## config.mk

```make
export PLATFORM = sky130hd
export DESIGN_NAME = chip8_rom_loader
export DESIGN_NICKNAME = d
export VERILOG_FILES = /design/src/rtl/chip8_rom_loader.sv
export SDC_FILE = /design/constraint.sdc
export NUM_CORES = 1
export LEC_CHECK = 0
export ABC_AREA = 1
export BUFFER_PORTS_ARGS = -buffer_cell sky130_fd_sc_hd__buf_2
export CORE_UTILIZATION = 49
export DETAILED_ROUTE_END_ITERATION = 8
export PLACE_DENSITY = 0.87
export SLEW_MARGIN = 20
export SYNTH_ARGS = -nofsm -noshare
export SYNTH_HDL_FRONTEND = slang
export SYNTH_SLANG_ARGS = --single-unit
```

## constraint.sdc

```tcl
create_clock -name clk -period 1.6 [get_ports clk]
set_clock_uncertainty 0.1 [all_clocks]
set_input_delay 0.08 -clock clk [delete_from_list [all_inputs] [get_ports clk]]
set_output_delay 0.08 -clock clk [all_outputs]
set_load 0.01 [all_outputs]
```

## src/rtl/chip8_rom_loader.sv

```systemverilog
// chip8_rom_loader: streams a game image into Chip-8 memory port A starting
// at BASE_ADDR. The CPU is held in reset for the whole load, and stays held
// if the load fails.
// Optional build macro CHIP8_LOADER_VERIFY_EN adds a read-back checksum pass
// after the last byte. The default build has no verify state.
module chip8_rom_loader #(
    parameter int                ADDR_W    = 12,
    parameter logic [ADDR_W-1:0] BASE_ADDR = 12'h200
) (
    input  logic              clk,
    input  logic              rst,
    input  logic              start,
    input  logic [7:0]        in_data,
    input  logic              in_valid,
    input  logic              in_last,
    output logic              in_ready,
    output logic              mem_en,
    output logic              mem_write,
    output logic [ADDR_W-1:0] mem_addr,
    output logic [7:0]        mem_wdata,
    input  logic [7:0]        mem_rdata,
    output logic              cpu_hold,
    output logic              busy,
    output logic              done,
    output logic              error,
    output logic [1:0]        err_code,
    output logic [ADDR_W-1:0] length
);

`ifdef CHIP8_LOADER_VERIFY_EN
    typedef enum logic [2:0] {S_IDLE, S_LOAD, S_VERIFY, S_DONE, S_ERROR} state_t;
`else
    typedef enum logic [2:0] {S_IDLE, S_LOAD, S_DONE, S_ERROR} state_t;
`endif

    state_t            state;
    logic [ADDR_W-1:0] addr;
    logic [7:0]        sum;

`ifdef CHIP8_LOADER_VERIFY_EN
    logic [ADDR_W-1:0] vcnt;     // reads issued so far
    logic              rd_pend;  // a read was issued last cycle; its data is on mem_rdata
    logic [7:0]        vsum;
`else
    logic              unused_rdata;
    assign unused_rdata = ^mem_rdata;
`endif

    // Memory port A: load writes pass straight through so a byte lands every cycle
    always_comb begin
        in_ready  = (state == S_LOAD);
        mem_en    = 1'b0;
        mem_write = 1'b0;
        mem_addr  = '0;
        mem_wdata = '0;
        if (state == S_LOAD) begin
            mem_en    = in_valid;
            mem_write = in_valid;
            mem_addr  = addr;
            mem_wdata = in_data;
        end
`ifdef CHIP8_LOADER_VERIFY_EN
        else if (state == S_VERIFY && vcnt != length) begin
            mem_en   = 1'b1;
            mem_addr = BASE_ADDR + vcnt;
        end
`endif
    end

    // Load sequencer with registered status outputs
    always_ff @(posedge clk or posedge rst) begin
        if (rst) begin
            state    <= S_IDLE;
            addr     <= '0;
            sum      <= '0;
            length   <= '0;
            cpu_hold <= 1'b0;
            busy     <= 1'b0;
            done     <= 1'b0;
            error    <= 1'b0;
            err_code <= 2'd0;
`ifdef CHIP8_LOADER_VERIFY_EN
            vcnt     <= '0;
            rd_pend  <= 1'b0;
            vsum     <= '0;
`endif
        end else begin
            case (state)
                S_IDLE, S_DONE, S_ERROR: begin
                    if (start) begin
                        state    <= S_LOAD;
                        addr     <= BASE_ADDR;
                        sum      <= '0;
                        length   <= '0;
                        done     <= 1'b0;
                        error    <= 1'b0;
                        err_code <= 2'd0;
                        cpu_hold <= 1'b1;
                        busy     <= 1'b1;
                    end
                end
                S_LOAD: begin
                    if (in_valid) begin
                        addr   <= addr + 1'b1;
                        length <= length + 1'b1;
                        sum    <= sum + in_data;
                        if (in_last) begin
`ifdef CHIP8_LOADER_VERIFY_EN
                            state   <= S_VERIFY;
                            vcnt    <= '0;
                            rd_pend <= 1'b0;
                            vsum    <= '0;
`else
                            state    <= S_DONE;
                            done     <= 1'b1;
                            busy     <= 1'b0;
                            cpu_hold <= 1'b0;
`endif
                        end else if (addr == {ADDR_W{1'b1}}) begin
                            // Top of memory reached without end-of-image: the byte
                            // is written, then the load is refused.
                            state    <= S_ERROR;
                            error    <= 1'b1;
                            err_code <= 2'd1;
                            busy     <= 1'b0;
                        end
                    end
                end
`ifdef CHIP8_LOADER_VERIFY_EN
                S_VERIFY: begin
                    if (rd_pend)
                        vsum <= vsum + mem_rdata;
                    rd_pend <= (vcnt != length);
                    if (vcnt != length) begin
                        vcnt <= vcnt + 1'b1;
                    end else if (!rd_pend) begin
                        // All read data folded in last cycle; decide now.
                        busy <= 1'b0;
                        if (vsum == sum) begin
                            state    <= S_DONE;
                            done     <= 1'b1;
                            cpu_hold <= 1'b0;
                        end else begin
                            state    <= S_ERROR;
                            error    <= 1'b1;
                            err_code <= 2'd2;
                        end
                    end
                end
`endif
                default: state <= S_IDLE;
            endcase
        end
    end

endmodule

```

==> metrics.cfg <==
[status]
status=completed

[sta]
setup-tns-final_ns=0
rsz0062_at_grt=false
timing.final.hold_violations=0
min_period_ns=1.49
max_freq_mhz=672
setup_viol=0
period_share_pct=92.9
drv_slew=0

[detailed_routing]
vias_per_cell=4.91
detail_route.drc_violations=0
postRouteAntennaNets=0
dr.pass1.iters=4
first_iter_violations=55
routed_wl_um=3950
wl_per_cell_um=11.2
vias=1733

[final_layout]
stdcell_count=353
nNetsFinal=331
multi_input_area_um2=783
area_growth_pct=25.9
seq_area_um2=751
diodes=0
drive_gt1_share_pct=27.7
n_fill_cell=311
fin_util_pct=64.9

[floorplanning]
ios=62
rows=21
core_um2=3360
dieWidth_um=61.5
die_area_um2=3780
start_util_pct=51.5
dieHeight_um=61.5

[logic_synthesis]
ys_ff_latch=30
synth_nets=269
avgSynthCellArea_um2=7.04
synth-edff-count=0
syn_inst=246
netlist_area_um2=1730
yosysSeqAreaShare_pct=43.3
synth_warnings=0
yosys_most_used_dff=dfrtp_1
synth_cell_type_count=26
async_flop_share_pct=100

[clocking]
cts_root_buf=clkbuf_4
cts_sinks=30
clock_path_buffers=2
cts_buffers=5
worstSkewPairLatency_ns=0.33
cts_tree=yes
path_clk_slew_ns=0.09
cts-htree-levels=2

[global_routing]
grt_util_met3_pct=5.25
gr-usage-met2_pct=39.0
first_global_vias=1570
grt_use_total_pct=23.2
grt_pass1_wl_um=6290
grt_busiest_layer=met2
antenna_found_initial=0
grt_overflow=0
grt_max_degree=31
grt_util_met1_pct=26.6

[critical_path]
crit_path_start_kind=flip-flop
critPathSlowestCell=dfrtp_1
path_max_fanout=21
path_cells=inv_1 > nand2_2 > buf_8 > nor2_1 > buf_2
arrival_ns=1.31
timing.rr.start=addr[1]
reg2reg_depth=9
crit_type=reg2out
cp.required_ns=1.42
r2r_end=state[1]
startpoint=state[1]
worst_setup_path_end_kind=output port
rrSetupSlack_ns=0.15
worstSetupEndpoint=mem_addr[5]
slowest_delay_ns=0.39

[place]
gp_congestion=0.784
place_hpwl_um=2780
place_inst=341
io_buffer_count=52

[power_and_ir_drop]
finalPower_mw=2.55
cellLeakagePower_nw=1.22
power_density_nw_per_um2=1170
peakVddDrop_uv=870

[worst_hold_path]
min_path_type=in2reg

[run]
max-cap-violations=0

## how the worst min path moves through the flow
| stage | start | to | cells after the start |
|---|---|---|---|
| finish | in_valid | length[3] | 5 |
| global placement | rst | addr[11] | 3 |
| detailed placement | rst | addr[11] | 3 |
| CTS | in_valid | length[3] | 5 |
| global route | in_valid | length[3] | 5 |
| floorplan | rst | addr[0] | 1 |
## cell usage after synthesis, types with 2 or more instances
cell,count,area (µm²)
a21oi_1,3,15.0
buf_4,6,45.0
clkbuf_1,2,7.51
dfrtp_1,30,751
ha_1,2,25.0
inv_1,43,161
inv_2,2,7.51
nand2_1,58,218
nand2_2,4,25.0
nand3_1,18,90.1
nand4_1,5,31.3
nor2_1,38,143
nor2_2,4,25.0
nor3_1,8,40.0
o21ai_0,11,55.1
o22ai_1,2,12.5
## kinds of logic (layout without fill, tap and decap cells)
family,Yosys count,count (layout),share of synthesized area (%)
compound gates,20,20,6.57
simple gates,138,138,34.9
other cells,1,1,0.216
xor+xnor,1,1,0.506
buf+inv,54,115,13.1
fa+ha+maj,2,2,1.44
flops,30,30,43.3
## power by group
group / internal [mW] / total, mW / switching [mW]
Combinational: 0.427 / 1.13 / 0.700
Sequential: 0.877 / 0.968 / 0.0901
Clock: 0.198 / 0.453 / 0.255
Total: 1.50 / 2.55 / 1.04
## layout by cell type, fill, tap and decap left out
master          n
buf_8           1
nand3_1        18
nand4_1         5
buf_4           8
a31oi_1         1
conb_1          1
nor2_1         35
o32ai_1         1
nand2_4         2
o21a_1          1
nor3_1          8
inv_6           1
o21ai_0        11
dfrtp_1        30
clkbuf_8        1
dlygate4sd3_1   3
o22ai_1         2
nand2_1        57
a22o_1          1
inv_1          43
nor2_4          3
nand2_2         4
xnor2_1         1
clkbuf_4        5
nand3_2         1
a21oi_1         3
ha_2            1
buf_2          52
inv_2           1
ha_1            1
nor2_2          5
## layer usage
layer | share of wire (%) | routed length, µm
met5 | 0 | 0
met4 | 2.1 | 82
met3 | 7.1 | 281
met2 | 46 | 1830
met1 | 44 | 1760
## state kept, by name (all words and copies together), names as in the netlist
name,count
done,1
length,12
error,1
addr,12
busy,1
state,2
cpu_hold,1
## through the flow
step           setup WS, ns  hold WS (ns)  cell area [µm²]
2_1_floorplan         0.201        0.0708             1730
5_1_grt             0.00267         0.117             2180
4_1_cts              0.0248        0.0933             2140
6_report              0.113        0.0940             2180
3_5_place_dp          0.100        0.0767             2040
3_3_place_gp          0.146        0.0708             2040
## repair_timing
action	4_1_cts	5_1_grt
resized for setup	2	10
pin swaps	0	1
buffers inserted	2	1
setup endpoints to repair	1	22
hold buffers	3	0
gates cloned	0	0
endpoints found under the hold margin	34	0
## critical path: cells and delay by family, from the launching register on
family,cells,cell delay [ns]
buffers and inverters,3,0.41
DFF,1,0.39
and+or+nand+nor,2,0.18
## final cells by class
type / instances / area share [%]
sequential: 30 / 34.4
tap: 46 / 2.64
timing repair buffer: 64 / 16.7
multi-input combinational: 162 / 35.9
inverter: 45 / 7.97
clock buffer: 6 / 2.35
Note: power is estimated with default switching activity, not from simulation.
